[src/rtl/cmd_issue_ctrl.sv]
// SD CMD-line issue controller: arbitrates host and auto-CMD12 requests, launches the
// CMD transmitter, supervises the response window and enforces the idle gap between commands.
module cmd_issue_ctrl #(
   parameter int NccCycles  = 8,
   parameter int RspTimeout = 64
) (
   input  logic        clk_i,
   input  logic        rst_i,
   input  logic        clk_en_i,
   input  logic        host_req_i,
   input  logic [5:0]  host_cmd_nr_i,
   input  logic [31:0] host_arg_i,
   input  logic [1:0]  host_rsp_type_i,
   input  logic        auto_req_i,
   output logic        host_ack_o,
   output logic        auto_ack_o,
   output logic        start_tx_o,
   output logic [5:0]  cmd_nr_o,
   output logic [31:0] cmd_argument_o,
   input  logic        tx_done_i,
   input  logic        rsp_start_i,
   input  logic        rsp_done_i,
   output logic        busy_o,
   output logic        cmd_complete_o,
   output logic        timeout_err_o,
   output logic [2:0]  state_o
);

   localparam int MaxCnt = (NccCycles > RspTimeout) ? NccCycles : RspTimeout;
   localparam int CntW   = $clog2(MaxCnt + 1);
   localparam logic [CntW-1:0] CntOne  = CntW'(1);
   localparam logic [CntW-1:0] RspLast = CntW'(RspTimeout - 1);
   localparam logic [CntW-1:0] GapLast = CntW'(NccCycles - 1);

   localparam logic [2:0] ST_IDLE         = 3'd0;
   localparam logic [2:0] ST_START        = 3'd1;
   localparam logic [2:0] ST_WAIT_TX      = 3'd2;
   localparam logic [2:0] ST_WAIT_RSP     = 3'd3;
   localparam logic [2:0] ST_WAIT_RSP_END = 3'd4;
   localparam logic [2:0] ST_GAP          = 3'd5;

   logic [2:0]      state;
   logic [CntW-1:0] cnt;
   logic            sent;
   logic [1:0]      rsp_type;

   // Request/ack handshake: a requester holds req high with stable fields; the grant
   // is a one-enabled-cycle ack pulse, after which req may drop. Auto beats host.
   always_ff @(posedge clk_i) begin
      if (rst_i) begin
         state          <= ST_IDLE;
         cnt            <= '0;
         sent           <= 1'b0;
         rsp_type       <= 2'b00;
         host_ack_o     <= 1'b0;
         auto_ack_o     <= 1'b0;
         start_tx_o     <= 1'b0;
         cmd_complete_o <= 1'b0;
         timeout_err_o  <= 1'b0;
         cmd_nr_o       <= '0;
         cmd_argument_o <= '0;
      end else if (clk_en_i) begin
         host_ack_o     <= 1'b0;
         auto_ack_o     <= 1'b0;
         start_tx_o     <= 1'b0;
         cmd_complete_o <= 1'b0;
         timeout_err_o  <= 1'b0;
         case (state)
            ST_IDLE: begin
               if (auto_req_i) begin
                  cmd_nr_o       <= 6'd12;
                  cmd_argument_o <= '0;
                  rsp_type       <= 2'b11;
                  auto_ack_o     <= 1'b1;
                  state          <= ST_START;
               end else if (host_req_i) begin
                  cmd_nr_o       <= host_cmd_nr_i;
                  cmd_argument_o <= host_arg_i;
                  rsp_type       <= host_rsp_type_i;
                  host_ack_o     <= 1'b1;
                  state          <= ST_START;
               end
            end
            ST_START: begin
               start_tx_o <= 1'b1;
               sent       <= 1'b0;
               state      <= ST_WAIT_TX;
            end
            ST_WAIT_TX: begin
               // tx_done is only trusted once it has been seen low for this command
               if (!tx_done_i) begin
                  sent <= 1'b1;
               end else if (sent) begin
                  cnt <= '0;
                  if (rsp_type == 2'b00) begin
                     cmd_complete_o <= 1'b1;
                     state          <= ST_GAP;
                  end else begin
                     state <= ST_WAIT_RSP;
                  end
               end
            end
            ST_WAIT_RSP: begin
               if (rsp_start_i) begin
                  state <= ST_WAIT_RSP_END;
               end else if (cnt == RspLast) begin
                  timeout_err_o <= 1'b1;
                  cnt           <= '0;
                  state         <= ST_GAP;
               end else begin
                  cnt <= cnt + CntOne;
               end
            end
            ST_WAIT_RSP_END: begin
               if (rsp_done_i) begin
                  cmd_complete_o <= 1'b1;
                  cnt            <= '0;
                  state          <= ST_GAP;
               end
            end
            ST_GAP: begin
               if (cnt == GapLast) begin
                  cnt   <= '0;
                  state <= ST_IDLE;
               end else begin
                  cnt <= cnt + CntOne;
               end
            end
            default: state <= ST_IDLE;
         endcase
      end
   end

   assign busy_o  = (state != ST_IDLE);
   assign state_o = state;

endmodule
[config.mk]
export PLATFORM = sky130hd
export DESIGN_NAME = cmd_issue_ctrl
export DESIGN_NICKNAME = d
export VERILOG_FILES = /design/src/rtl/cmd_issue_ctrl.sv
export SDC_FILE = /design/constraint.sdc
export NUM_CORES = 1
export LEC_CHECK = 0
export CAP_MARGIN = 25
export CORE_MARGIN = 5
export CORE_UTILIZATION = 60
export CTS_CLUSTER_DIAMETER = 60
export CTS_CLUSTER_SIZE = 8
export DETAILED_ROUTE_END_ITERATION = 6
export DONT_BUFFER_PORTS = 1
export PLACE_DENSITY = 0.76
export SLEW_MARGIN = 30
export SYNTH_ARGS = -nofsm -noshare
export SYNTH_HDL_FRONTEND = slang
export SYNTH_SLANG_ARGS = --single-unit
[constraint.sdc]
create_clock -name clk_i -period 2.4 [get_ports clk_i]
set_input_delay 0.12 -clock clk_i [delete_from_list [all_inputs] [get_ports clk_i]]
set_output_delay 0.12 -clock clk_i [all_outputs]
set_load 0.01 [all_outputs]
==> flow_metrics.env, run 1 <==
export IMPL_cts_tree="built"
export IMPL_powerDensity_mw_per_mm2=623
export IMPL_p_sw_uw=475
export IMPL_antenna_found_initial=0
export IMPL_synthCells=274
export IMPL_critical_path_class="flip-flop to flip-flop"
export IMPL_io_buffer_count=0
export IMPL_synth_area_mux_share_pct=0.879
export IMPL_vias=2165
export IMPL_gp_congestion=0.790
export IMPL_worstHoldEndpoint="timeout_err_o"
export IMPL_diodes=0
export IMPL_max_slew_margin_pct=66.1
export IMPL_rsz0062_at_grt="no"
export IMPL_r2r_start="state_o[1]"
export IMPL_whs_path_depth=3
export IMPL_ff2ff_setup_slack_ps=400
export IMPL_die_height_um=71.6
export IMPL_synthSimpleGateAreaFrac_pct=24.3
export IMPL_cts_resized=0
export IMPL_ctsLongestPathBuffers=2
export IMPL_gr_total_overflow=0
export IMPL_worstHoldPathType="primary input to flip-flop"
export IMPL_tightestPinTransition_ps=509
export IMPL_routed_via_density=6.00
export IMPL_synth_xor_area_share_pct=0
export IMPL_cts_max_level=2
export IMPL_period_share_pct=83.5
export IMPL_p_int_uw=1290
export IMPL_syn_avg_cell_area_um2=8.32
export IMPL_die_w_um=71.6
export IMPL_cts_root_buf="clkbuf_8"
export IMPL_setup_worst_path_start="state_o[1]"
export IMPL_dp_hpwl_mm=3.83
export IMPL_fin_area_mm2=0.00283
export IMPL_synthToLayoutAreaGrowth_pct=24.2
export IMPL_synth_edf_count=0
export IMPL_die_area_mm2=0.00513
export IMPL_drc=0
export IMPL_fin_nets=361
export IMPL_swShare_pct=26.9
export IMPL_cp_required_ps=2640
export IMPL_ys_types=38
export IMPL_core_area_mm2=0.00366
export IMPL_synthArstFlopShare_pct=0
export IMPL_num_rows=22
export IMPL_drv_cap=0
export IMPL_reg2reg_to="cnt[2]"
export IMPL_clk_latency_ps=310
export IMPL_synth_ff_type="dfxtp_1"
export IMPL_synthAdderAreaFrac_pct=0.549
export IMPL_synth_fp_nets=323
export IMPL_placement_cell_area_mm2=0.00231
export IMPL_fmax_ghz=0.499
export IMPL_power_uw=1760
export IMPL_drtIter0Drc=216
export IMPL_cts_sinks=56
export IMPL_finalSetupViolCount=0
export IMPL_comb_power_share_pct=13.7
export IMPL_cts_buffers=5
export IMPL_grt_max_degree=46
export IMPL_drt_total_wl_mm=6.43
export IMPL_firstDrtPassIters=4
export IMPL_ys_ff_latch=56
export IMPL_wl_per_cell_um=17.8
export IMPL_fin_crit_ps=2000
export IMPL_grt_pass1_wl_mm=10.3
export IMPL_synth_top_family_by_area="simple AND/OR/NAND/NOR gates"
export IMPL_yosysSeqAreaShare_pct=49.2
export IMPL_crit_path_start_kind="flip-flop"
export IMPL_grt_usage_pct=25.3
export IMPL_hp_start="rsp_start_i"
export IMPL_initial_core_util_pct=62.2
export IMPL_ant_nets=0
export IMPL_setup_tns_final_ps=0
export IMPL_path_clk_slew_ps=90
export IMPL_fin_util_pct=77.3
export IMPL_critPathMaxFanout=13
export IMPL_drive_gt1_share_pct=6.71
export IMPL_io_pins=95
export IMPL_fin_worst_skew_ps=10.4
export IMPL_cp_data_arrival_time_ps=2240
export IMPL_first_global_vias=2129
export IMPL_ys_warn_count=0
export IMPL_maxSlewViolCount=0
export IMPL_postCtsSetupRepairBufs=0
export IMPL_leakage_uw=0.00102
export IMPL_finalHoldViolCount=0
export IMPL_clockPowerShare_pct=28.8
export IMPL_synth_compound_area_share_pct=20.6
export IMPL_status="complete, no violations"
export IMPL_power_frac_seq_pct=57.5
export IMPL_end_kind="flip-flop"
export IMPL_reg2reg_depth=5
export IMPL_syn_area_mm2=0.00228
export IMPL_ir_drop_mv=0.543
metrics by stage:
stage          cells  hold slack (ps)  setup WS, ps
2_1_floorplan    274              256           642
3_3_place_gp     311              194           519
3_5_place_dp     311              192           440
4_1_cts          361             54.8           421
5_1_grt          361             67.2           279
6_report         361             61.6           396
power groups by stage:
stage | clock [uW] | sequential, uW | combinational [uW]
detailed placement | 0 | 1030 | 163
global route | 562 | 1020 | 266
CTS | 518 | 1010 | 232
finish | 507 | 1010 | 242
global placement | 0 | 1030 | 160
floorplan | 0 | 1020 | 144
layer usage:
layer | share of wire [%] | global-route usage [%] | vias up
li1 | - | - | 1033
met2 | 49 | 42.4 | 99
met3 | 11 | 12.1 | 17
met1 | 38 | 28.0 | 1016
met4 | 2.6 | 8.77 | 0
met5 | 0 | 0 | -
final cells by class:
cell class | instances | area [um2]
Sequential cell | 56 | 1120
Fill cell | 246 | 832
Multi-Input combinational cell | 195 | 1060
Clock inverter | 2 | 13.8
Inverter | 4 | 15.0
Timing Repair Buffer | 50 | 490
Clock buffer | 6 | 72.6
Tap cell | 48 | 60.1
worst max-delay path by stage:
| stage | to | slack, ps | depth (start not counted) |
|---|---|---|---|
| 2_1_floorplan | state_o[1] | 640 | 5 |
| 3_3_place_gp | cnt[2] | 520 | 5 |
| 3_5_place_dp | cnt[2] | 440 | 5 |
| 4_1_cts | cnt[2] | 420 | 5 |
| 5_1_grt | cnt[2] | 280 | 5 |
| 6_report | cnt[2] | 400 | 5 |
Yosys cell counts (all sizes together) (2+ instances only):
cell type  number  area share, %
or3             3           0.82
nand3          13            2.9
a31oi           7            1.9
a21oi          20            4.6
nand3b          3           0.99
o31ai           2           0.66
buf             7            1.8
o211ai          3            1.2
o22ai           2           0.55
nor3            2           0.44
nor2b           3           0.82
inv             4           0.66
nand2          45            7.4
mux2i           2           0.88
dfxtp          56             49
nor2           38            6.3
nand2b          4            1.1
clkbuf         12            2.0
o21ai           7            1.5
a22oi          24            7.9
a32oi           2           0.77
and2            3           0.82
registers in the layout (all words and copies together) (netlist names):
signal / cells
cmd_nr_o: 6
state_o: 3
cmd_complete_o: 1
cmd_argument_o: 32
rsp_type: 2
start_tx_o: 1
auto_ack_o: 1
sent: 1
cnt: 7
host_ack_o: 1
timeout_err_o: 1
critical path, stage by stage, from the launching register on:
cell and delay [ps]:
dfxtp_1 650, nor2b_1 310, a22o_1 180, nand2_1 160, or4_1 500, a21oi_1 130
timing repair:
| item | CTS | global route |
|---|---|---|
| endpoints found under the setup margin | 0 | 0 |
| hold endpoints to repair | 56 | 0 |
| hold buffers | 42 | 0 |
layout by cell type (no fill, tap or decap), types with 2 or more instances in the layout:
cell,instances
or3_1,3
a21oi_1,19
nor3_1,2
a32oi_1,2
nand3_1,13
clkbuf_8,5
and2_0,2
a31oi_1,7
o22ai_1,2
dlygate4sd3_1,41
o211ai_1,2
inv_1,4
dfxtp_1,56
buf_4,8
nand2_1,45
mux2i_1,2
nand2b_1,4
nor2b_1,3
a22oi_1,24
nand3b_1,3
o21ai_0,7
nor2_1,38
o31ai_1,2
cells by family after synthesis:
kind of cell	Yosys count
AOI/OAI and AO/OA	71
adders and majority gates	1
buffers and inverters	23
DFF	56
muxes	2
and+or+nand+nor	121
Power figures use the tool's default switching activity.
==> inputs of run 2 (changes only) <==
--- a/config.mk
+++ b/config.mk
@@ -5,14 +5,15 @@
 export SDC_FILE = /design/constraint.sdc
 export NUM_CORES = 1
 export LEC_CHECK = 0
+export ABC_AREA = 1
 export CAP_MARGIN = 25
 export CORE_MARGIN = 5
-export CORE_UTILIZATION = 60
+export CORE_UTILIZATION = 56
 export CTS_CLUSTER_DIAMETER = 60
 export CTS_CLUSTER_SIZE = 8
 export DETAILED_ROUTE_END_ITERATION = 6
 export DONT_BUFFER_PORTS = 1
-export PLACE_DENSITY = 0.76
+export PLACE_DENSITY = 0.74
 export SLEW_MARGIN = 30
 export SYNTH_ARGS = -nofsm -noshare
 export SYNTH_HDL_FRONTEND = slang
==> constraint.sdc (replaced) <==
create_clock -name clk_i -period 1.67 [get_ports clk_i]
set_input_delay 0.0835 -clock clk_i [delete_from_list [all_inputs] [get_ports clk_i]]
set_output_delay 0.0835 -clock clk_i [all_outputs]
set_load 0.01 [all_outputs]
==> run 2 against run 1 <==
Net effect: global-route usage shrank 1.0 points; clock skew shrank 5.3 ps; maximum frequency grew 25%; critical path depth shrank 1; clock-buffer cell count shrank 1; critical endpoint is now auto_ack_o; clock power grew 79%; combinational power grew to 3.0 times the previous value.
==> flow_metrics.env, run 2 <==
export IMPL_synthMostInstantiatedCell="nand2_1"
export IMPL_worstHoldPathType="primary input to flip-flop"
export IMPL_synthCells=334
export IMPL_cts_max_level=2
export IMPL_ctsLongestPathBuffers=2
export IMPL_critical_path_class="flip-flop to flip-flop"
export IMPL_drc=0
export IMPL_cts_root_buf="clkbuf_8"
export IMPL_path_clk_slew_ps=100
export IMPL_clk_latency_ps=310
export IMPL_critPathMaxFanout=5
export IMPL_synth_ff_type="dfxtp_1"
export IMPL_placement_cell_area_mm2=0.00243
export IMPL_cp_data_arrival_time_ps=1870
export IMPL_synth_xor_area_share_pct=1.11
export IMPL_end_kind="flip-flop"
export IMPL_die_height_um=75.0
export IMPL_synth_area_mux_share_pct=0
export IMPL_rsz0062_at_grt="yes"
export IMPL_tightestPinTransition_ps=434
export IMPL_synthTopCellsByCount="nand2_1, dfxtp_1, nor2_1"
export IMPL_period_share_pct=96.3
export IMPL_maxSlewViolCount=0
export IMPL_ys_warn_count=0
export IMPL_ir_drop_mv=0.663
export IMPL_drv_cap=0
export IMPL_die_area_mm2=0.00563
export IMPL_drtIter0Drc=145
export IMPL_core_area_mm2=0.00406
export IMPL_vias=2313
export IMPL_die_w_um=75.0
export IMPL_fmax_ghz=0.622
export IMPL_syn_area_mm2=0.00237
export IMPL_yosysSeqAreaShare_pct=47.4
export IMPL_drive_gt1_share_pct=9.14
export IMPL_fin_nets=431
export IMPL_ant_nets=0
export IMPL_finalHoldViolCount=0
export IMPL_mostFrequentLayoutCell="nand2_1"
export IMPL_fillers=299
export IMPL_cts_sinks=56
export IMPL_hp_start="rst_i"
export IMPL_synthAdderAreaFrac_pct=0.529
export IMPL_firstDrtPassIters=4
export IMPL_r2r_start="state_o[2]"
export IMPL_synthToLayoutAreaGrowth_pct=28.7
export IMPL_synth_top_family_by_area="simple AND/OR/NAND/NOR gates"
export IMPL_synthSimpleGateAreaFrac_pct=32.3
export IMPL_synth_fp_nets=383
export IMPL_gr_total_overflow=0
export IMPL_pre_cts_ws_ps=138
export IMPL_fin_area_mm2=0.00305
export IMPL_final_cell_mix="nand2_1, dfxtp_1, nor2_1, dlygate4sd3_1, a21oi_1"
export IMPL_dp_hpwl_mm=4.10
export IMPL_syn_avg_cell_area_um2=7.09
export IMPL_gp_congestion=0.891
export IMPL_finalSetupViolCount=0
export IMPL_antenna_found_initial=0
export IMPL_fin_crit_ps=1610
export IMPL_crit_path_start_kind="flip-flop"
export IMPL_top_regs="cmd_argument_o x32, cnt x7, cmd_nr_o x6"
export IMPL_io_pins=95
export IMPL_drt_total_wl_mm=6.52
export IMPL_ys_types=27
export IMPL_grt_usage_pct=24.3
export IMPL_synthArstFlopShare_pct=0
export IMPL_fin_worst_skew_ps=5.11
export IMPL_largest_register_ffs=32
export IMPL_grt_max_degree=34
export IMPL_regMostFlops="cmd_argument_o"
export IMPL_cp_required_ps=1930
export IMPL_yosys_area_top_type="dfxtp_1"
export IMPL_wl_per_cell_um=15.1
export IMPL_routed_via_density=5.34
export IMPL_powerDensity_mw_per_mm2=1060
export IMPL_synth_top_area_share_pct=47.4
export IMPL_ys_ff_latch=56
export IMPL_synth_compound_area_share_pct=11.6
export IMPL_num_rows=23
export IMPL_initial_core_util_pct=58.3
export IMPL_synth_area_top_cells="dfxtp_1, nand2_1, a21oi_1"
export IMPL_io_buffer_count=0
export IMPL_first_global_vias=2286
export IMPL_leakage_uw=0.00122
export IMPL_cts_tree="built"
export IMPL_diodes=0
export IMPL_grt_pass1_wl_mm=10.5
export IMPL_setup_worst_path_start="state_o[2]"
export IMPL_cts_buffers=5
export IMPL_status="complete, no violations"
export IMPL_synth_edf_count=0
export IMPL_setup_ws_ps=61.1
export IMPL_max_slew_margin_pct=71.0
## run 2: per-stage QoR
stage	util [%]	power (uW)	cells	setup TNS [ps]	hold WS (ps)
floorplan	-	2050	334	0	204
global placement	60.0	2170	378	0	155
detailed placement	60.0	2180	378	0	158
CTS	74.2	3180	431	0	17.4
global route	75.1	3390	433	-12.9	32.3
finish	75.1	3230	433	0	18.8
## run 2: cell families after synthesis
| family | Yosys count |
|---|---|
| AO/OA/AOI/OAI | 53 |
| AND/OR/NAND/NOR | 182 |
| adder cells (fa/ha/maj) | 1 |
| flip-flops | 56 |
| XOR/XNOR | 3 |
| buffers and inverters | 39 |
## run 2: worst paths after layout
kind | endpoint | slack (ps) | depth (start not counted)
min reg2reg | rsp_type[1] | 480 | 2
max reg2reg | auto_ack_o | 60 | 4
max | auto_ack_o | 60 | 4
min | cnt[2] | 20 | 2
## run 2: final cells by class
type / instances / area (um2) / area share [%]
clock buffers: 5 / 68.8 / 2.26
inverters: 27 / 103 / 3.37
multi-input cells: 239 / 1090 / 35.9
clock inverters: 3 / 46.3 / 1.52
well taps: 50 / 62.6 / 2.05
repair buffers: 53 / 548 / 18.0
flip-flops and latches: 56 / 1130 / 37.0
## run 2: critical path: stages (launching register included)
cell and delay [ps]:
dfxtp_1 360, nor3_4 310, nand3_1 180, a21oi_1 160
dlygate4sd3_1 550
## run 2: power by group
part	switching, uW	total, uW	internal, uW
registers	144	1600	1450
clock network	453	908	455
logic	421	719	298
## run 2: metal layers
layer,vias to the layer above,wire length [um],global-route usage (%)
met4,0,131,9.09
li1,1159,-,-
met5,-,0,0
met3,17,594,9.61
met2,81,3280,41.0
met1,1056,2520,27.7
## run 2: what timing repair did
| item | 4_1_cts | 5_1_grt |
|---|---|---|
| endpoints found under the setup margin | 0 | 12 |
| resized for setup | 0 | 10 |
| buffers inserted | 0 | 2 |
| hold buffers | 45 | 0 |
| hold endpoints to repair | 50 | 0 |
